<file path="config.mk">
export PLATFORM = sky130hd
export DESIGN_NAME = dmem_ctrl_flat
export DESIGN_NICKNAME = d
export VERILOG_FILES = /design/src/rtl/dmem_ctrl_pkg.sv /design/src/rtl/dmem_ctrl_if.sv /design/src/rtl/dmem_ctrl_byte_lane_gen.sv /design/src/rtl/dmem_ctrl.sv /design/src/flat_wrapper.sv
export SDC_FILE = /design/constraint.sdc
export NUM_CORES = 1
export LEC_CHECK = 0
export CELL_PAD_IN_SITES_DETAIL_PLACEMENT = 1
export CELL_PAD_IN_SITES_GLOBAL_PLACEMENT = 1
export CORE_MARGIN = 10
export CORE_UTILIZATION = 23
export DETAILED_ROUTE_END_ITERATION = 6
export PLACE_DENSITY_LB_ADDON = 0.1
export SYNTH_ARGS = -nofsm -noshare
export SYNTH_HDL_FRONTEND = slang
export SYNTH_SLANG_ARGS = --single-unit
</file>
<file path="constraint.sdc">
create_clock -name clk -period 1.8 [get_ports clk]
set_input_delay 0.36 -clock clk [delete_from_list [all_inputs] [get_ports clk]]
set_output_delay 0.36 -clock clk [all_outputs]
set_load 0.005 [all_outputs]
</file>
<file path="src/rtl/dmem_ctrl_pkg.sv">
// Shared definitions for the data-memory controller: access-size codes,
// FSM state codes and the wait-counter width used by the core's CU/Dextract.
package dmem_ctrl_pkg;

  localparam logic [1:0] MB_WORD = 2'b00;
  localparam logic [1:0] MB_HALF = 2'b01;
  localparam logic [1:0] MB_BYTE = 2'b10;

  typedef logic [1:0] state_t;

  localparam state_t ST_IDLE  = 2'd0;
  localparam state_t ST_RWAIT = 2'd1;
  localparam state_t ST_DONE  = 2'd2;

  localparam int WCNT_W = 3;

endpackage

</file>
<file path="src/rtl/dmem_ctrl_if.sv">
// Load/store request bus from the core plus the SRAM port, seen from the
// controller (slave) and from whatever drives requests and SRAM data (master).
interface dmem_ctrl_if #(
  parameter int AW    = 10,
  parameter int CNT_W = 16
);

  logic             req_rd;
  logic             req_wr;
  logic [31:0]      addr;
  logic [31:0]      wdata;
  logic [1:0]       mem_byte;
  logic [31:0]      rdata;
  logic             stall;
  logic             misalign;
  logic [CNT_W-1:0] misalign_cnt;
  logic             sram_en;
  logic [3:0]       sram_we;
  logic [AW-1:0]    sram_addr;
  logic [31:0]      sram_wdata;
  logic [31:0]      sram_rdata;

  modport slave (
    input  req_rd, req_wr, addr, wdata, mem_byte, sram_rdata,
    output rdata, stall, misalign, misalign_cnt,
           sram_en, sram_we, sram_addr, sram_wdata
  );

  modport master (
    output req_rd, req_wr, addr, wdata, mem_byte, sram_rdata,
    input  rdata, stall, misalign, misalign_cnt,
           sram_en, sram_we, sram_addr, sram_wdata
  );

endinterface

</file>
<file path="src/rtl/dmem_ctrl_byte_lane_gen.sv">
// Combinational byte-lane decode: write-enable mask, lane-replicated store
// data and the misalignment flag for one access.
module byte_lane_gen
  import dmem_ctrl_pkg::*;
(
  input  logic [1:0]  mem_byte,
  input  logic [1:0]  addr_lo,
  input  logic [31:0] wdata,
  output logic [3:0]  we_mask,
  output logic [31:0] wdata_rep,
  output logic        misaligned
);

  // Size 2'b11 falls into the word branch on purpose.
  always_comb begin
    we_mask    = 4'b1111;
    wdata_rep  = wdata;
    misaligned = 1'b0;
    case (mem_byte)
      MB_HALF: begin
        we_mask    = addr_lo[1] ? 4'b1100 : 4'b0011;
        wdata_rep  = {2{wdata[15:0]}};
        misaligned = addr_lo[0];
      end
      MB_BYTE: begin
        we_mask    = 4'b0001 << addr_lo;
        wdata_rep  = {4{wdata[7:0]}};
        misaligned = 1'b0;
      end
      default: begin
        we_mask    = 4'b1111;
        wdata_rep  = wdata;
        misaligned = (addr_lo != 2'b00);
      end
    endcase
  end

endmodule

</file>
<file path="src/rtl/dmem_ctrl.sv">
// Data-memory controller between the single-cycle core and a synchronous
// single-port SRAM: zero-stall stores, READ_LAT-stall loads, misalign filter.
module dmem_ctrl
  import dmem_ctrl_pkg::*;
#(
  parameter int AW       = 10,
  parameter int READ_LAT = 1,
  parameter int CNT_W    = 16
)
(
  input  logic        clk,
  input  logic        rst,
  dmem_ctrl_if.slave  bus
);

  localparam logic [WCNT_W-1:0] WCNT_INIT = WCNT_W'(READ_LAT - 1);
  localparam logic [CNT_W-1:0]  CNT_MAX   = {CNT_W{1'b1}};
  localparam logic [CNT_W-1:0]  CNT_ONE   = {{(CNT_W-1){1'b0}}, 1'b1};

  state_t            state_q, state_d;
  logic [WCNT_W-1:0] wcnt_q, wcnt_d;
  logic [31:0]       rdata_q, rdata_d;
  logic              misalign_q, misalign_d;
  logic [CNT_W-1:0]  cnt_q, cnt_d;

  logic        sram_en_s;
  logic [3:0]  sram_we_s;
  logic        stall_s;
  logic [3:0]  we_mask_s;
  logic [31:0] wdata_rep_s;
  logic        misaligned_s;
  logic        unused_addr_s;

  assign unused_addr_s = ^bus.addr[31:AW+2];

  byte_lane_gen u_lane (
    .mem_byte   (bus.mem_byte),
    .addr_lo    (bus.addr[1:0]),
    .wdata      (bus.wdata),
    .we_mask    (we_mask_s),
    .wdata_rep  (wdata_rep_s),
    .misaligned (misaligned_s)
  );

  // Next-state, SRAM strobes and stall; a store wins over a simultaneous load.
  always_comb begin
    state_d    = state_q;
    wcnt_d     = wcnt_q;
    rdata_d    = rdata_q;
    misalign_d = 1'b0;
    cnt_d      = cnt_q;
    sram_en_s  = 1'b0;
    sram_we_s  = 4'b0000;
    stall_s    = 1'b0;
    case (state_q)
      ST_IDLE: begin
        if (bus.req_rd || bus.req_wr) begin
          if (misaligned_s) begin
            misalign_d = 1'b1;
            if (cnt_q != CNT_MAX) begin
              cnt_d = cnt_q + CNT_ONE;
            end else begin
              cnt_d = cnt_q;
            end
          end else if (bus.req_wr) begin
            sram_en_s = 1'b1;
            sram_we_s = we_mask_s;
          end else begin
            sram_en_s = 1'b1;
            stall_s   = 1'b1;
            wcnt_d    = WCNT_INIT;
            state_d   = ST_RWAIT;
          end
        end else begin
          state_d = ST_IDLE;
        end
      end
      ST_RWAIT: begin
        stall_s = 1'b1;
        if (wcnt_q == {WCNT_W{1'b0}}) begin
          rdata_d = bus.sram_rdata;
          state_d = ST_DONE;
        end else begin
          wcnt_d = wcnt_q - {{(WCNT_W-1){1'b0}}, 1'b1};
        end
      end
      ST_DONE: begin
        state_d = ST_IDLE;
      end
      default: begin
        state_d = ST_IDLE;
      end
    endcase
  end

  // SRAM port and stall are forced quiet for as long as reset is held.
  always_comb begin
    if (rst) begin
      bus.sram_en    = sram_en_s;
      bus.sram_we    = sram_we_s;
      bus.sram_addr  = bus.addr[AW+1:2];
      bus.sram_wdata = wdata_rep_s;
      bus.stall      = stall_s;
    end else begin
      bus.sram_en    = 1'b0;
      bus.sram_we    = 4'b0000;
      bus.sram_addr  = {AW{1'b0}};
      bus.sram_wdata = 32'h0000_0000;
      bus.stall      = 1'b0;
    end
  end

  assign bus.rdata        = rdata_q;
  assign bus.misalign     = misalign_q;
  assign bus.misalign_cnt = cnt_q;

  // State, wait counter, load data and misalign bookkeeping.
  always_ff @(posedge clk or negedge rst) begin
    if (!rst) begin
      state_q    <= ST_IDLE;
      wcnt_q     <= {WCNT_W{1'b0}};
      rdata_q    <= 32'h0000_0000;
      misalign_q <= 1'b0;
      cnt_q      <= {CNT_W{1'b0}};
    end else begin
      state_q    <= state_d;
      wcnt_q     <= wcnt_d;
      rdata_q    <= rdata_d;
      misalign_q <= misalign_d;
      cnt_q      <= cnt_d;
    end
  end

endmodule

</file>
<file path="src/flat_wrapper.sv">
// flat-port wrapper written by rule: the top's interface ports become plain ports
module dmem_ctrl_flat import dmem_ctrl_pkg::*;
#(
  parameter int AW       = 10,
  parameter int READ_LAT = 1,
  parameter int CNT_W    = 16
)
  (clk, rst, bus_req_rd, bus_req_wr, bus_addr, bus_wdata, bus_mem_byte, bus_sram_rdata, bus_rdata, bus_stall, bus_misalign, bus_misalign_cnt, bus_sram_en, bus_sram_we, bus_sram_addr, bus_sram_wdata);
  dmem_ctrl_if #(.AW(AW), .CNT_W(CNT_W)) bus_i ();
  input  logic clk;
  input  logic rst;
  input wire logic [$bits(bus_i.req_rd)-1:0] bus_req_rd;
  input wire logic [$bits(bus_i.req_wr)-1:0] bus_req_wr;
  input wire logic [$bits(bus_i.addr)-1:0] bus_addr;
  input wire logic [$bits(bus_i.wdata)-1:0] bus_wdata;
  input wire logic [$bits(bus_i.mem_byte)-1:0] bus_mem_byte;
  input wire logic [$bits(bus_i.sram_rdata)-1:0] bus_sram_rdata;
  output wire logic [$bits(bus_i.rdata)-1:0] bus_rdata;
  output wire logic [$bits(bus_i.stall)-1:0] bus_stall;
  output wire logic [$bits(bus_i.misalign)-1:0] bus_misalign;
  output wire logic [$bits(bus_i.misalign_cnt)-1:0] bus_misalign_cnt;
  output wire logic [$bits(bus_i.sram_en)-1:0] bus_sram_en;
  output wire logic [$bits(bus_i.sram_we)-1:0] bus_sram_we;
  output wire logic [$bits(bus_i.sram_addr)-1:0] bus_sram_addr;
  output wire logic [$bits(bus_i.sram_wdata)-1:0] bus_sram_wdata;
  assign bus_i.req_rd = bus_req_rd;
  assign bus_i.req_wr = bus_req_wr;
  assign bus_i.addr = bus_addr;
  assign bus_i.wdata = bus_wdata;
  assign bus_i.mem_byte = bus_mem_byte;
  assign bus_i.sram_rdata = bus_sram_rdata;
  assign bus_rdata = bus_i.rdata;
  assign bus_stall = bus_i.stall;
  assign bus_misalign = bus_i.misalign;
  assign bus_misalign_cnt = bus_i.misalign_cnt;
  assign bus_sram_en = bus_i.sram_en;
  assign bus_sram_we = bus_i.sram_we;
  assign bus_sram_addr = bus_i.sram_addr;
  assign bus_sram_wdata = bus_i.sram_wdata;
  dmem_ctrl #(.AW(AW), .READ_LAT(READ_LAT), .CNT_W(CNT_W)) u_core (.clk(clk), .rst(rst), .bus(bus_i));
endmodule
</file>
==> metrics.txt <==
Leakage 2.97 nW; Yosys warnings 0; Die Y 136 µm; Global Route Usage Sum 15.3%; Final HPWL DP 10.8 mm; Power per Cell Area 962 mW/mm²; Area Growth Syn to Fin 107%; # DRC 0; clock skew 0.00783 ns; Yosys reg bits 54; Initial DRT Pass Iterations 4; row count 42; Ports 199; Max clock buf depth 2; routed len/inst 18.1 µm; Unique masters post-synth 36; Port Buf Inserts 178; dpl ws -1.07 ns; Vias 3,611; Mapped Area 0.00307 mm²; hold crit path type in -> async; hold_ws 0.268 ns; GRT overflow 0; setup ws final -0.206 ns; Crit Path Max Fanout 6; data required time of the worst path 1.44 ns; wl on met1 6.19 mm; DR WL met2 7.13 mm; endpoint class of the critical path output pin; Setup crit start kind primary input; Final Max Slew Viols 0; syn_area_per_cell 8.34 µm²; Max Used Layer met4; Antenna Cells 0; Tmin final 2.01 ns; multi-input gate area in the final layout 0.00202 mm²; Commonest cells post-synth 109 x nand2_1, 54 x dfrtp_1, 26 x and2_1; first-pass GRT wire length 22.3 mm; top cells by area, synth dfrtp_1 44%, nand2_1 13%, and2_1 5.3%; Max VDD drop 526 µV; Iteration-0 DRC Markers 111; cell with the most instances after synthesis nand2_1; crit path DAT 1.65 ns; EDFF count, synth 0; die width 136 µm; DRT Wirelength 14.5 mm; Finished Core Util 48.3%; initial antenna violation count 0; Mapped Cells 368; met3 routed WL 1.10 mm; Final nets 734; Setup Total Neg Slack -4.98 ns; worst rel slew slack 63.8%; Reg clk slew, reported paths 0.07 ns; final period utilization 111%; Fill cells 1,508; max frequency 0.499 GHz; outcome finished with violations; Least-Margin Pin Slew 0.541 ns; Crit Path Class in -> out; Via density 4.50; CTS tree yes; Clock Sinks 54; top_reg_cell synth dfrtp_1; Final ANT Viol Nets 0; number of global-route vias before repair 3,867; ratio of cells with drive above 1 in the final layout 32.4%; overall die area 0.0184 mm²; FF/Latch Area 0.00135 mm²; CTS Root Cell clkbuf_16; max-cap violations 0; RSZ-0062 raised after global routing yes; Num CTS Buffers 5; starting density of the core 23.4%; largest net degree at the start of global routing 33; clock latency at the later pin of the worst-skew pair 0.30 ns; syn nets 476; share of flip-flops with an asynchronous set or reset 100%; CTS H-tree lvls 2; part of the Yosys area used for sequential elements 44.0%; setup violators final 42; dominant cell type by area after synthesis dfrtp_1; core area 0.0131 mm²; top-area cell type share of the netlist area 44.0%; violated checks negative setup slack; final hold viol count 0; routability cong. 0.805
-- power by group --
part           internal (mW)  switching, mW  total (mW)
registers               1.68          0.241        1.92
clock network          0.560          0.462        1.02
logic                   1.79           1.36        3.15
-- layout by cell type (no fill, tap or decap), types with 6 or more instances in the layout --
cell type	n
buf_2	28
xor2_1	14
nor2b_1	19
dlygate4sd2_1	14
nand2_1	105
dfrtp_1	54
clkdlybuf4s50_1	124
nor3b_2	6
a22oi_2	16
nand3_1	6
and2_1	26
o21ai_1	7
nor2_1	9
a21oi_1	9
buf_6	24
nand4_1	6
nor4_4	7
buf_4	63
inv_1	8
-- area by class of cell --
cell class | count | share of cell area [%]
Clock buffer | 6 | 2.19
Timing Repair Buffer | 271 | 40.1
Inverter | 10 | 0.829
Multi-Input combinational cell | 284 | 31.9
Sequential cell | 54 | 21.3
Tap cell | 176 | 3.47
Clock inverter | 2 | 0.257
-- what timing repair did --
item	CTS	global route
setup endpoints to repair	63	52
hold buffers	0	0
cloned	4	0
buffers inserted	31	8
pin swaps	60	20
gates resized for setup	248	29
-- state kept, by name, summed over array words and instances (netlist names) --
name	cells
u_core.bus.misalign_cnt	16
u_core.state_q	2
u_core.wcnt_q	3
u_core.bus.misalign	1
u_core.bus.rdata	32
-- stage by stage --
step | total power, mW | area [µm²] | instances
2_1_floorplan | 2.96 | 3130 | 368
3_3_place_gp | 4.71 | 5500 | 760
3_5_place_dp | 4.80 | 5500 | 760
4_1_cts | 6.18 | 6230 | 801
5_1_grt | 6.59 | 6340 | 803
6_report | 6.10 | 6340 | 803
-- final timing paths --
kind | depth (start not counted) | start | slack [ns] | end
worst max-delay path | 8 | bus_mem_byte[1] | -0.21 | bus_sram_we[1]
worst min register to register | 2 | u_core.bus.rdata[23] | 0.47 | u_core.bus.rdata[23]
worst min-delay path | 3 | rst | 0.27 | u_core.bus.misalign_cnt[12]
max in group asynchronous | 3 | rst | 1.15 | u_core.bus.misalign_cnt[0]
min in group clk | 2 | u_core.bus.rdata[23] | 0.47 | u_core.bus.rdata[23]
worst max register to register | 5 | u_core.state_q[0] | 0.03 | u_core.bus.misalign_cnt[3]
-- critical path, stage by stage --
cell	delay [ns]
buf_8	0.10
buf_6	0.11
ha_4	0.26
a21oi_4	0.15
or2_4	0.15
nand4_1	0.17
nor2_2	0.19
buf_2	0.14
-- cell families (layout without fill, tap and decap cells) --
kind of cell | Yosys count | after routing | synth area share, %
adder cells (fa/ha/maj) | 6 | 6 | 2.45
XOR/XNOR | 15 | 15 | 4.28
multiplexers | 1 | 1 | 0.367
flip-flops | 54 | 54 | 44.0
buffers and inverters | 31 | 289 | 4.12
AO/OA/AOI/OAI | 45 | 45 | 9.17
AND/OR/NAND/NOR | 216 | 217 | 35.6
-- routing by layer --
layer | up-vias | GRT usage [%]
met5 | - | 0
met4 | 0 | 2.33
met3 | 9 | 5.34
met2 | 126 | 26.1
met1 | 1741 | 18.5
li1 | 1735 | -
Power figures use the tool's default switching activity.
